File: src/rtl/gp_dma_chan_arb_if.sv
// Channel-bank / engine handshake bundle for gp_dma_chan_arb.
// master = arbiter side, slave = channel banks plus engine.
interface gp_dma_chan_arb_if #(
  parameter int NUM_CH = 4,
  parameter int CH_W   = 2
);
  logic                  arb_enable;
  logic [NUM_CH-1:0]     ch_pending;
  logic [3*NUM_CH-1:0]   ch_pri;
  logic                  eng_done;
  logic                  eng_start;
  logic                  eng_abort;
  logic                  grant_valid;
  logic [CH_W-1:0]       grant_id;
  logic [NUM_CH-1:0]     grant_vec;
  logic [NUM_CH-1:0]     ch_done;

  modport master (
    input  arb_enable,
    input  ch_pending,
    input  ch_pri,
    input  eng_done,
    output eng_start,
    output eng_abort,
    output grant_valid,
    output grant_id,
    output grant_vec,
    output ch_done
  );

  modport slave (
    output arb_enable,
    output ch_pending,
    output ch_pri,
    output eng_done,
    input  eng_start,
    input  eng_abort,
    input  grant_valid,
    input  grant_id,
    input  grant_vec,
    input  ch_done
  );
endinterface

File: src/rtl/gp_dma_chan_arb.sv
// Shares one gp_dma engine between NUM_CH register banks.
// Priority arbitration with round-robin tie-break; all outputs registered.
module gp_dma_chan_arb #(
  parameter int NUM_CH = 4,
  parameter int CH_W   = 2
) (
  input  logic              cbus_clk,
  input  logic              cbus_rst_n,
  gp_dma_chan_arb_if.master bus
);

  typedef enum logic [2:0] {
    S_IDLE,
    S_ARB,
    S_START,
    S_BUSY,
    S_ABORT,
    S_DONE
  } state_t;

  state_t state;
  state_t state_d;

  logic [CH_W-1:0]   rr_ptr;
  logic [CH_W-1:0]   rr_ptr_d;
  logic [CH_W-1:0]   gid_q;
  logic [CH_W-1:0]   gid_d;
  logic              gv_q;
  logic              gv_d;
  logic              start_q;
  logic              start_d;
  logic              abort_q;
  logic              abort_d;
  logic [NUM_CH-1:0] gvec_q;
  logic [NUM_CH-1:0] gvec_d;
  logic [NUM_CH-1:0] done_q;
  logic [NUM_CH-1:0] done_d;

  logic              win_found;
  logic [CH_W-1:0]   win_id;
  logic [2:0]        win_pri;
  logic [CH_W:0]     scan_sum;
  logic [CH_W-1:0]   scan_idx;

  // Scan starts just after rr_ptr; strict < keeps the first
  // equal-priority channel in scan order.
  always_comb begin
    win_found = 1'b0;
    win_id    = '0;
    win_pri   = 3'd7;
    scan_sum  = '0;
    scan_idx  = '0;
    for (int k = 1; k <= NUM_CH; k++) begin
      scan_sum = {1'b0, rr_ptr} + (CH_W+1)'(k);
      if (scan_sum >= (CH_W+1)'(NUM_CH))
        scan_sum = scan_sum - (CH_W+1)'(NUM_CH);
      scan_idx = scan_sum[CH_W-1:0];
      if (bus.ch_pending[scan_idx] &&
          (!win_found ||
           bus.ch_pri[3*scan_idx +: 3] < win_pri)) begin
        win_found = 1'b1;
        win_id    = scan_idx;
        win_pri   = bus.ch_pri[3*scan_idx +: 3];
      end
    end
  end

  always_ff @(posedge cbus_clk or negedge cbus_rst_n) begin
    if (!cbus_rst_n) begin
      state   <= S_IDLE;
      rr_ptr  <= CH_W'(NUM_CH-1);
      gid_q   <= '0;
      gv_q    <= 1'b0;
      start_q <= 1'b0;
      abort_q <= 1'b0;
      gvec_q  <= '0;
      done_q  <= '0;
    end else begin
      state   <= state_d;
      rr_ptr  <= rr_ptr_d;
      gid_q   <= gid_d;
      gv_q    <= gv_d;
      start_q <= start_d;
      abort_q <= abort_d;
      gvec_q  <= gvec_d;
      done_q  <= done_d;
    end
  end

  always_comb begin
    state_d = state;
    unique case (state)
      S_IDLE: begin
        if (bus.arb_enable && (|bus.ch_pending))
          state_d = S_ARB;
      end
      S_ARB: begin
        state_d = win_found ? S_START : S_IDLE;
      end
      S_START: begin
        state_d = S_BUSY;
      end
      S_BUSY: begin
        // Completion beats a simultaneous pending drop.
        if (bus.eng_done)
          state_d = S_DONE;
        else if (!bus.ch_pending[gid_q])
          state_d = S_ABORT;
      end
      S_ABORT: begin
        if (bus.eng_done)
          state_d = S_IDLE;
      end
      S_DONE: begin
        state_d = S_IDLE;
      end
      default: begin
        state_d = S_IDLE;
      end
    endcase
  end

  // Register inputs are derived from the next state so that
  // every output lines up with the state it belongs to.
  always_comb begin
    gid_d    = gid_q;
    rr_ptr_d = rr_ptr;
    if (state == S_ARB && win_found) begin
      gid_d    = win_id;
      rr_ptr_d = win_id;
    end
    start_d = (state_d == S_START);
    abort_d = (state_d == S_ABORT) && (state != S_ABORT);
    gv_d    = (state_d == S_START) || (state_d == S_BUSY) ||
              (state_d == S_ABORT) || (state_d == S_DONE);
    gvec_d  = '0;
    gvec_d[gid_d] = gv_d;
    done_d  = '0;
    done_d[gid_d] = (state_d == S_DONE);
  end

  assign bus.eng_start   = start_q;
  assign bus.eng_abort   = abort_q;
  assign bus.grant_valid = gv_q;
  assign bus.grant_id    = gid_q;
  assign bus.grant_vec   = gvec_q;
  assign bus.ch_done     = done_q;

endmodule
File: src/flat_wrapper.sv
// flat-port wrapper written by rule: the top's interface ports become plain ports
module gp_dma_chan_arb_flat 
#(
  parameter int NUM_CH = 4,
  parameter int CH_W   = 2
)
  (cbus_clk, cbus_rst_n, bus_arb_enable, bus_ch_pending, bus_ch_pri, bus_eng_done, bus_eng_start, bus_eng_abort, bus_grant_valid, bus_grant_id, bus_grant_vec, bus_ch_done);
  gp_dma_chan_arb_if #(.NUM_CH(NUM_CH), .CH_W(CH_W)) bus_i ();
  input  logic cbus_clk;
  input  logic cbus_rst_n;
  input wire logic [$bits(bus_i.arb_enable)-1:0] bus_arb_enable;
  input wire logic [$bits(bus_i.ch_pending)-1:0] bus_ch_pending;
  input wire logic [$bits(bus_i.ch_pri)-1:0] bus_ch_pri;
  input wire logic [$bits(bus_i.eng_done)-1:0] bus_eng_done;
  output wire logic [$bits(bus_i.eng_start)-1:0] bus_eng_start;
  output wire logic [$bits(bus_i.eng_abort)-1:0] bus_eng_abort;
  output wire logic [$bits(bus_i.grant_valid)-1:0] bus_grant_valid;
  output wire logic [$bits(bus_i.grant_id)-1:0] bus_grant_id;
  output wire logic [$bits(bus_i.grant_vec)-1:0] bus_grant_vec;
  output wire logic [$bits(bus_i.ch_done)-1:0] bus_ch_done;
  assign bus_i.arb_enable = bus_arb_enable;
  assign bus_i.ch_pending = bus_ch_pending;
  assign bus_i.ch_pri = bus_ch_pri;
  assign bus_i.eng_done = bus_eng_done;
  assign bus_eng_start = bus_i.eng_start;
  assign bus_eng_abort = bus_i.eng_abort;
  assign bus_grant_valid = bus_i.grant_valid;
  assign bus_grant_id = bus_i.grant_id;
  assign bus_grant_vec = bus_i.grant_vec;
  assign bus_ch_done = bus_i.ch_done;
  gp_dma_chan_arb #(.NUM_CH(NUM_CH), .CH_W(CH_W)) u_core (.cbus_clk(cbus_clk), .cbus_rst_n(cbus_rst_n), .bus(bus_i));
endmodule
File: config.mk
export PLATFORM = sky130hd
export DESIGN_NAME = gp_dma_chan_arb_flat
export DESIGN_NICKNAME = d
export VERILOG_FILES = /design/src/rtl/gp_dma_chan_arb_if.sv /design/src/rtl/gp_dma_chan_arb.sv /design/src/flat_wrapper.sv
export SDC_FILE = /design/constraint.sdc
export NUM_CORES = 1
export LEC_CHECK = 0
export ABC_AREA = 1
export CAP_MARGIN = 20
export CORE_ASPECT_RATIO = 1.5
export CORE_MARGIN = 2
export CORE_UTILIZATION = 55
export DETAILED_ROUTE_END_ITERATION = 8
export PLACE_DENSITY_LB_ADDON = 0.08
export SLEW_MARGIN = 20
export SYNTH_ARGS = -nofsm -noshare
export SYNTH_HDL_FRONTEND = slang
export SYNTH_SLANG_ARGS = --single-unit
File: constraint.sdc
create_clock -name cbus_clk -period 8.4 [get_ports cbus_clk]
set_clock_uncertainty 0.1 [all_clocks]
set_input_delay 2.52 -clock cbus_clk [delete_from_list [all_inputs] [get_ports cbus_clk]]
set_output_delay 2.52 -clock cbus_clk [all_outputs]
set_load 0.01 [all_outputs]
# After elaboration in Yosys (flattened, before gate mapping)
# Index checks and enable logic that the tools add are counted.
# totals
out_inout_bits	13
inputBits	20
regBits	18
elab_cells	101
# classes
shifts	4
n_eq_ne	9
n_lt_le_gt_ge	14
add_sub_neg	8
multipliers	4
n_bitwise	2
reduce_logical	18
n_mux	34
# ops
cell	count
$shiftx A12 B5 Y3	4
$mux W3	7
$mux W2	10
$lt A2 B3 Y1 const B	6
$mul A2 B2 Y4 const A	4
$pmux W3 S5	1
$eq A3 B2 Y1 const B	4
$ge A3 B3 Y1 const B	4
$bmux W1 S2	5
$mux W1	10
$eq A3 B3 Y1 const B	3
$lt A3 B3 Y1	3
$and A4 B4 Y4	2
$sub A2 B1 Y2 const B	4
$logic_and A1 B1 Y1	7
$add A2 B2 Y3 const B	2
$logic_or A1 B1 Y1	6
$reduce_or A4 Y1	1
$add A2 B1 Y3 const B	1
$add A2 B3 Y3 const B	1
$eq A3 B1 Y1 const B	1
$logic_not A1 Y1	3
$logic_not A3 Y1	1
$ne A3 B3 Y1 const B	1
other kinds (2)	2

# Depth between registers and ports, before layout
# Gate-level depths: netlist (run 1).
# logic_depth
ltp_word	25
depth_mapped	39
depth_no_buf	38

# Least setup slack after synthesis (run 1)
# No wires, ideal clock.
# synth_path
path_kind	input to register
from	input bus_ch_pending[2]
to	register u_core.gvec_q[1], in the netlist u_core.bus.grant_vec[1]
setup_ns	0.137
slack_ns	2.471
required_time_ns	8.163
arrival_ns	5.692
stages	33
n_path_buf	0
cell_sequence	nand2_1 -> nand2_2 -> nand2_4 -> nand2_4 -> inv_1 -> a211oi_1 -> ha_1 -> nand2_1 -> inv_1 -> nand2_1 -> nand2_1 -> nand2_2 -> nand2_4 -> o21ai_0 -> ha_1 -> a21oi_1 -> nand2_1 -> nand2_2 -> nand2_4 -> nand2_1 -> o21ai_0 -> ha_1 -> nand2_1 -> inv_1 -> nand2_1 -> nand2_1 -> nand2_2 -> a21oi_1 -> nand2_2 -> nand2_4 -> inv_2 -> nand2_2 -> nor2_1
# synth_via
elab_chain_cells	22
elab_cells_between_ends	55
cone_classes	5 x order compare; 4 x eq/ne; 29 x mux; 1 x bitwise; 16 x reduce/logical
# synth_rtl
item	line	text
from (decl)	flat_wrapper.sv:12	input wire logic [$bits(bus_i.ch_pending)-1:0] bus_ch_pending;
$bmux W1 S2	gp_dma_chan_arb.sv:58	if (bus.ch_pending[scan_idx] &&
$mux W1 (not written as such)	gp_dma_chan_arb.sv:58	
$mux W3 / $mux W1 (equally long branches)	gp_dma_chan_arb.sv:58	
$lt A3 B3 Y1 / $logic_not A1 Y1 (equally long branches)	gp_dma_chan_arb.sv:60, gp_dma_chan_arb.sv:59	
$logic_or A1 B1 Y1	gp_dma_chan_arb.sv:59	(!win_found ||
$logic_and A1 B1 Y1	gp_dma_chan_arb.sv:58	
$mux W3 / $mux W1 (equally long branches)	gp_dma_chan_arb.sv:58	
$lt A3 B3 Y1 / $logic_not A1 Y1 (equally long branches)	gp_dma_chan_arb.sv:60, gp_dma_chan_arb.sv:59	
[8 not listed]	--	
$mux W2 (*)	gp_dma_chan_arb.sv:128	if (state == S_ARB && win_found) begin
via u_core.gid_d[1]	gp_dma_chan_arb.sv:27	logic [CH_W-1:0] gid_d;
$lt A2 B3 Y1 (not written as such) / $ge A2 B1 Y1 (equally long branches)	gp_dma_chan_arb.sv:137	gvec_d[gid_d] = gv_d;
$logic_and A1 B1 Y1 (not written as such)	gp_dma_chan_arb.sv:137	
$mux W1 (not written as such)	gp_dma_chan_arb.sv:137	
$demux W1 S2 (*)	--	
$and A4 B4 Y4 (no line) (*)	--	
via u_core.gvec_d[1]	gp_dma_chan_arb.sv:35	logic [NUM_CH-1:0] gvec_d;
to (signal assigned)	gp_dma_chan_arb.sv:85	gvec_q <= gvec_d;
to (decl)	gp_dma_chan_arb.sv:34	logic [NUM_CH-1:0] gvec_q;
# Mark *: on every way through the listed nets, which the timed path passes. The rest lies on a longest branch. The select of a mux whose other input is x is not followed.
# A chain may end at the register's enable or synchronous reset.

# Final worst setup path (run 1)
# Same ends and word-level chain as after synthesis.

==> impl_metrics.xml, run 1 <==
<?xml version="1.0" encoding="UTF-8"?>
<metrics>
  <group name="layout">
    <metric name="antenna-diode-count" unit="">0</metric>
    <metric name="postLayoutCellArea" unit="µm²">1990</metric>
    <metric name="post_route_cells_drive_above_1_share" unit="%">15.1</metric>
    <metric name="area_delta_synth_final" unit="%">23.3</metric>
    <metric name="final_layout_net_count" unit="">285</metric>
    <metric name="n_fill_cell" unit="">260</metric>
    <metric name="utilization" unit="%">69.8</metric>
  </group>
  <group name="logic_synthesis">
    <metric name="synth_largest_type_area_fraction" unit="%">24.8</metric>
    <metric name="asyncSetResetFlopFracSynth" unit="%">100</metric>
    <metric name="netlist_instances" unit="">226</metric>
    <metric name="yosys_warnings" unit="">0</metric>
    <metric name="synth_enable_flop_cells" unit="">0</metric>
    <metric name="syn_nets" unit="">252</metric>
    <metric name="netlist.top_cell.by_area" unit="">dfrtp_1</metric>
    <metric name="most_instantiated_library_cell_after_synthesis" unit="">nand2_1</metric>
    <metric name="synthTopCellsByArea" unit="">dfrtp_1 (25%), nand2_1 (12%), inv_1 (8.6%), nand2_4 (6.3%), nand2_2 (5.8%)</metric>
    <metric name="synth-seq-cells" unit="">18</metric>
    <metric name="syn_area_cell" unit="µm²">7.14</metric>
    <metric name="cell_area_after_technology_mapping" unit="µm²">1610</metric>
    <metric name="synth_cell_types" unit="">30</metric>
    <metric name="synth.top_cells.by_count" unit="">nand2_1 (51), inv_1 (37), nor2_1 (18)</metric>
    <metric name="synth-seq-area-share" unit="%">28.1</metric>
    <metric name="synth_ff_type" unit="">dfrtp_1</metric>
  </group>
  <group name="clocking">
    <metric name="post_cts_resize_count" unit="">0</metric>
    <metric name="h-tree-depth" unit="">1</metric>
    <metric name="cts.sink_count" unit="">18</metric>
    <metric name="tritoncts" unit="">done</metric>
    <metric name="postCtsHoldBufs" unit="">0</metric>
    <metric name="clk_pin_slew_worst_paths" unit="ns">0.06</metric>
    <metric name="root_buffer" unit="">clkbuf_8</metric>
    <metric name="clock_tree.buffer_depth" unit="">2</metric>
    <metric name="worst_skew_pair.late_latency" unit="ns">0.25</metric>
    <metric name="number_of_setup_buffers_added_after_cts" unit="">0</metric>
    <metric name="cts_inserted_buffers" unit="">3</metric>
  </group>
  <group name="timing">
    <metric name="final.setup.worst_slack" unit="ns">1.75</metric>
    <metric name="timing_hold_violations_final" unit="">0</metric>
    <metric name="setup_total_negative_slack" unit="ns">0</metric>
    <metric name="final-setup-viol-count" unit="">0</metric>
    <metric name="max_slew_violation_total_from_the_final_report" unit="">0</metric>
    <metric name="finalCriticalPeriod" unit="ns">6.65</metric>
    <metric name="fin_crit_sh" unit="%">79.2</metric>
    <metric name="worst_pin_slew" unit="ns">0.762</metric>
    <metric name="max_slew_headroom_at_the_worst_pin" unit="%">49.0</metric>
    <metric name="fmaxAchievable" unit="MHz">150</metric>
    <metric name="grt_setup_unrepaired" unit="">false</metric>
  </group>
  <group name="global_route">
    <metric name="aggregate_global_routing_overflow" unit="">0</metric>
    <metric name="grt_pass1_vias" unit="">1401</metric>
    <metric name="track_usage" unit="%">22.1</metric>
    <metric name="maximum_number_of_pins_on_one_net_before_global_route_repair" unit="">29</metric>
    <metric name="grt_pass1_wl" unit="mm">5.60</metric>
    <metric name="number_of_antenna_violations_at_the_first_check_in_global_routing" unit="">0</metric>
  </group>
  <group name="die">
    <metric name="num_rows" unit="">24</metric>
    <metric name="dieHeight" unit="µm">70.3</metric>
    <metric name="initial_core_util" unit="%">56.6</metric>
    <metric name="floorplan.core_area" unit="µm²">2850</metric>
    <metric name="design.die.area" unit="µm²">3390</metric>
    <metric name="pin_count" unit="">33</metric>
    <metric name="die-width" unit="µm">48.2</metric>
  </group>
  <group name="detailed_routing">
    <metric name="drtPass1Iterations" unit="">4</metric>
    <metric name="drtAntennaViolNets" unit="">0</metric>
    <metric name="drt-total-wl" unit="mm">3.37</metric>
    <metric name="vias_per_cell" unit="">5.07</metric>
    <metric name="detail_route.iter0.violations" unit="">17</metric>
    <metric name="route.detailed.wl_per_inst" unit="µm">11.3</metric>
    <metric name="detail_route.drc_violations" unit="">0</metric>
    <metric name="vias" unit="">1505</metric>
  </group>
  <group name="setup_path">
    <metric name="critPathSlowestCell" unit="">clkdlybuf4s50_1</metric>
    <metric name="cp_data_required_time" unit="ns">8.42</metric>
    <metric name="critical_path_arrival" unit="ns">6.67</metric>
    <metric name="path_common_cell" unit="">nand2_2</metric>
    <metric name="critPathKind" unit="">input port to flip-flop</metric>
    <metric name="reg2reg_depth" unit="">30</metric>
    <metric name="worstSetupStartpointType" unit="">input port</metric>
    <metric name="worstSetupEndpointType" unit="">flip-flop</metric>
    <metric name="slowest_delay" unit="ns">0.51</metric>
    <metric name="crit_fanout" unit="">9</metric>
  </group>
  <group name="job">
    <metric name="maxCapViolCount" unit="">0</metric>
  </group>
  <group name="placement">
    <metric name="port_buffers" unit="">32</metric>
    <metric name="hpwlAfterDp" unit="mm">2.77</metric>
    <metric name="place_worst_setup_slack" unit="ns">1.48</metric>
    <metric name="postPlaceCellArea" unit="µm²">1950</metric>
    <metric name="globalplace.congestion" unit="">0.877</metric>
  </group>
  <group name="hold_path">
    <metric name="cell_count_of_the_worst_hold_path" unit="">1</metric>
    <metric name="hold_path.class" unit="">flip-flop to flip-flop</metric>
  </group>
  <group name="run_status">
    <metric name="outcome" unit="">completed</metric>
  </group>
</metrics>
==> registers in the layout, indices dropped and copies added (netlist names) <==
signal	cells
u_core.bus.eng_start	1
u_core.bus.grant_id	2
u_core.bus.eng_abort	1
u_core.bus.grant_vec	4
u_core.state	3
u_core.bus.grant_valid	1
u_core.bus.ch_done	4
u_core.rr_ptr	2
==> metal layers <==
layer  GRT usage, %  up-vias  wire length [µm]  part of all wire, %
met5              0        -                 0                    0
met4           8.71        0                63                  1.9
met3           1.81        6                60                  1.8
met2           40.1       16              1880                   56
met1           23.8      696              1370                   41
li1               -      787                 -                    -
==> worst paths after layout <==
path                                           endpoint  slack, ns               from
worst max-delay path            u_core.bus.grant_vec[1]       1.75  bus_ch_pending[2]
worst min-delay path               u_core.bus.eng_start       0.46    u_core.state[1]
worst max register to register  u_core.bus.grant_vec[1]       3.49   u_core.rr_ptr[0]
worst min register to register     u_core.bus.eng_start       0.46    u_core.state[1]
max in group asynchronous          u_core.bus.eng_start       5.11         cbus_rst_n
min in group asynchronous       u_core.bus.grant_vec[1]       2.62         cbus_rst_n
==> cell families after synthesis <==
| logic type | count (synthesis) | synth area share [%] |
|---|---|---|
| AND/OR/NAND/NOR | 111 | 37.5 |
| multiplexers | 6 | 3.72 |
| adder cells (fa/ha/maj) | 6 | 4.65 |
| flip-flops | 18 | 28.1 |
| AO/OA/AOI/OAI | 41 | 14.1 |
| buffers and inverters | 44 | 11.9 |
==> placed cells by master, fill, tap and decap left out, types with 2 or more instances in the layout <==
cell and n:
clkdlybuf4s50_1 32, ha_1 6, a31oi_1 5, dfrtp_1 16
nor3_1 3, o21ai_1 4, a211oi_1 2, nand2_2 15
o21ai_0 17, nand3_1 7, nand2_1 51, inv_2 2
nor2_1 18, nand3_2 2, mux2i_1 6, clkbuf_8 3
inv_1 37, dfstp_2 2, nand2_4 9, o211ai_1 2
a21oi_1 9
==> through the flow <==
step,hold WS [ns],std cells
final,0.459,297
after global routing,0.477,297
after CTS,0.449,297
after detailed placement,0.441,293
after global placement,0.430,293
after floorplan,0.396,226
==> layout make-up <==
type	instances	area (µm²)	area share, %
multi-input cells	164	968	48.6
inverters	40	155	7.79
clock buffers	4	45.0	2.26
repair buffers	32	320	16.1
flip-flops and latches	18	453	22.8
well taps	39	48.8	2.45
==> critical path, delay by kind of cell <==
kind	cells	cell delay (ns)
adder cells (fa/ha/maj)	3	0.91
AO/OA/AOI/OAI	6	1.08
buffers and inverters	3	0.62
AND/OR/NAND/NOR	19	1.52
Power of run 1 is not shown: default switching activity piles up to over one toggle a cycle in this logic, so the estimate is an artifact.
==> inputs of run 2 (changes only) <==
--- a/config.mk
+++ b/config.mk
@@ -9,7 +9,7 @@
 export CAP_MARGIN = 20
 export CORE_ASPECT_RATIO = 1.5
 export CORE_MARGIN = 2
-export CORE_UTILIZATION = 55
+export CORE_UTILIZATION = 46
 export DETAILED_ROUTE_END_ITERATION = 8
 export PLACE_DENSITY_LB_ADDON = 0.08
 export SLEW_MARGIN = 20
==> constraint.sdc (replaced) <==
create_clock -name cbus_clk -period 5.8 [get_ports cbus_clk]
set_clock_uncertainty 0.1 [all_clocks]
set_input_delay 1.74 -clock cbus_clk [delete_from_list [all_inputs] [get_ports cbus_clk]]
set_output_delay 1.74 -clock cbus_clk [all_outputs]
set_load 0.01 [all_outputs]
==> impl_metrics.xml, run 2 (same netlist as run 1, synthesis figures left out) <==
<?xml version="1.0" encoding="UTF-8"?>
<metrics>
  <group name="timing">
    <metric name="final.setup.worst_slack" unit="ns">0.389</metric>
    <metric name="fmaxAchievable" unit="MHz">185</metric>
    <metric name="timing_hold_violations_final" unit="">0</metric>
    <metric name="final-setup-viol-count" unit="">0</metric>
    <metric name="fin_crit_sh" unit="%">93.3</metric>
    <metric name="max_slew_headroom_at_the_worst_pin" unit="%">49.5</metric>
    <metric name="setup_total_negative_slack" unit="ns">0</metric>
    <metric name="whs" unit="ns">0.440</metric>
    <metric name="finalCriticalPeriod" unit="ns">5.41</metric>
    <metric name="max_slew_violation_total_from_the_final_report" unit="">0</metric>
    <metric name="grt_setup_unrepaired" unit="">false</metric>
    <metric name="worst_pin_slew" unit="ns">0.755</metric>
  </group>
  <group name="global_route">
    <metric name="number_of_antenna_violations_at_the_first_check_in_global_routing" unit="">0</metric>
    <metric name="track_usage" unit="%">18.4</metric>
    <metric name="aggregate_global_routing_overflow" unit="">0</metric>
    <metric name="grt_pass1_wl" unit="mm">5.85</metric>
    <metric name="maximum_number_of_pins_on_one_net_before_global_route_repair" unit="">29</metric>
    <metric name="grt_pass1_vias" unit="">1433</metric>
  </group>
  <group name="clocking">
    <metric name="worst_skew_pair.late_latency" unit="ns">0.25</metric>
    <metric name="tritoncts" unit="">done</metric>
    <metric name="clk_pin_slew_worst_paths" unit="ns">0.06</metric>
    <metric name="root_buffer" unit="">clkbuf_8</metric>
    <metric name="cts_inserted_buffers" unit="">3</metric>
    <metric name="clock_tree.buffer_depth" unit="">2</metric>
    <metric name="h-tree-depth" unit="">1</metric>
    <metric name="cts.sink_count" unit="">18</metric>
    <metric name="postCtsHoldBufs" unit="">0</metric>
  </group>
  <group name="run_status">
    <metric name="outcome" unit="">completed</metric>
  </group>
  <group name="setup_path">
    <metric name="critPathSlowestCell" unit="">clkdlybuf4s50_1</metric>
    <metric name="timing.reg2reg.setup_slack" unit="ns">1.25</metric>
    <metric name="critPathLaunch" unit="">bus_ch_pending[1]</metric>
    <metric name="critical_path.reg2reg.startpoint" unit="">u_core.rr_ptr[0]</metric>
    <metric name="crit_fanout" unit="">6</metric>
    <metric name="cp_data_required_time" unit="ns">5.81</metric>
    <metric name="slowest_delay" unit="ns">0.47</metric>
    <metric name="worstSetupEndpointType" unit="">flip-flop</metric>
    <metric name="critical_path_arrival" unit="ns">5.42</metric>
    <metric name="worstSetupStartpointType" unit="">input port</metric>
    <metric name="critPathKind" unit="">input port to flip-flop</metric>
    <metric name="path_common_cell" unit="">nand2_2</metric>
  </group>
  <group name="detailed_routing">
    <metric name="vias_per_cell" unit="">4.94</metric>
    <metric name="top_layer" unit="">met4</metric>
    <metric name="drtAntennaViolNets" unit="">0</metric>
    <metric name="vias" unit="">1525</metric>
    <metric name="wl_met2" unit="mm">1.92</metric>
    <metric name="route.detailed.wl_per_inst" unit="µm">10.9</metric>
    <metric name="wl_met1" unit="mm">1.37</metric>
    <metric name="detail_route.drc_violations" unit="">0</metric>
    <metric name="drtPass1Iterations" unit="">4</metric>
    <metric name="drt-total-wl" unit="mm">3.37</metric>
    <metric name="detail_route.iter0.violations" unit="">18</metric>
    <metric name="met3_length" unit="µm">48</metric>
  </group>
  <group name="layout">
    <metric name="final_layout_net_count" unit="">294</metric>
    <metric name="layout_common_cells" unit="">nand2_1 (46), inv_1 (36), clkdlybuf4s50_1 (29)</metric>
    <metric name="multi_input_area" unit="µm²">1020</metric>
    <metric name="postLayoutCellArea" unit="µm²">2130</metric>
    <metric name="area.sequential" unit="µm²">453</metric>
    <metric name="n_fill_cell" unit="">333</metric>
    <metric name="layout_commonest_cell" unit="">nand2_1</metric>
    <metric name="post_route_cells_drive_above_1_share" unit="%">24.0</metric>
    <metric name="antenna-diode-count" unit="">0</metric>
    <metric name="area_delta_synth_final" unit="%">31.8</metric>
  </group>
  <group name="placement">
    <metric name="place_worst_setup_slack" unit="ns">-0.193</metric>
    <metric name="hpwlAfterDp" unit="mm">2.81</metric>
    <metric name="globalplace.congestion" unit="">0.855</metric>
    <metric name="port_buffers" unit="">32</metric>
    <metric name="postPlaceCellArea" unit="µm²">2020</metric>
  </group>
  <group name="die">
    <metric name="pin_count" unit="">33</metric>
    <metric name="die-width" unit="µm">52.4</metric>
    <metric name="floorplan.core_area" unit="µm²">3380</metric>
    <metric name="design.die.area" unit="µm²">4010</metric>
    <metric name="dieHeight" unit="µm">76.6</metric>
    <metric name="num_rows" unit="">26</metric>
    <metric name="initial_core_util" unit="%">47.7</metric>
  </group>
  <group name="job">
    <metric name="maxCapViolCount" unit="">0</metric>
  </group>
  <group name="hold_path">
    <metric name="hold_path.class" unit="">flip-flop to flip-flop</metric>
    <metric name="hold_path_startpoint" unit="">u_core.state[1]</metric>
  </group>
</metrics>
## run 2: worst paths after layout
kind / endpoint / cells after the start
hold / removal: u_core.bus.eng_start / 1
max in group asynchronous: u_core.bus.grant_id[1] / 1
setup reg to reg: u_core.bus.grant_vec[1] / 35
hold reg to reg: u_core.bus.eng_start / 1
min in group asynchronous: u_core.bus.grant_vec[3] / 1
setup / recovery: u_core.bus.grant_vec[1] / 36
## run 2: layout make-up
class,count,area share [%]
sequential,18,21.3
multi-input combinational,164,47.8
tap,42,2.47
timing repair buffer,41,18.6
clock buffer,4,2.59
inverter,40,7.29
## run 2: per-layer routing
layer | global-route usage [%] | up-vias
met5 | 0 | -
met4 | 4.62 | 0
met3 | 0.980 | 4
met2 | 35.1 | 16
met1 | 21.0 | 704
li1 | - | 801
## run 2: repair_timing
action | in CTS | in global routing
endpoints found under the setup margin | 0 | 12
resized for setup | 0 | 23
buffers inserted | 0 | 0
## run 2: through the flow
step                cells  utilization [%]
floorplan             226                -
finish                309             62.9
detailed placement    305             59.6
global placement      305             59.6
CTS                   309             61.2
global route          309             62.9
## run 2: critical path, delay by kind of cell
family / cells / cell delay [ns]
buffers and inverters: 5 / 0.63
and+or+nand+nor: 24 / 1.66
adders and majority gates: 3 / 0.92
AOI/OAI and AO/OA: 4 / 0.45
Power of run 2 is left out for the same reason.
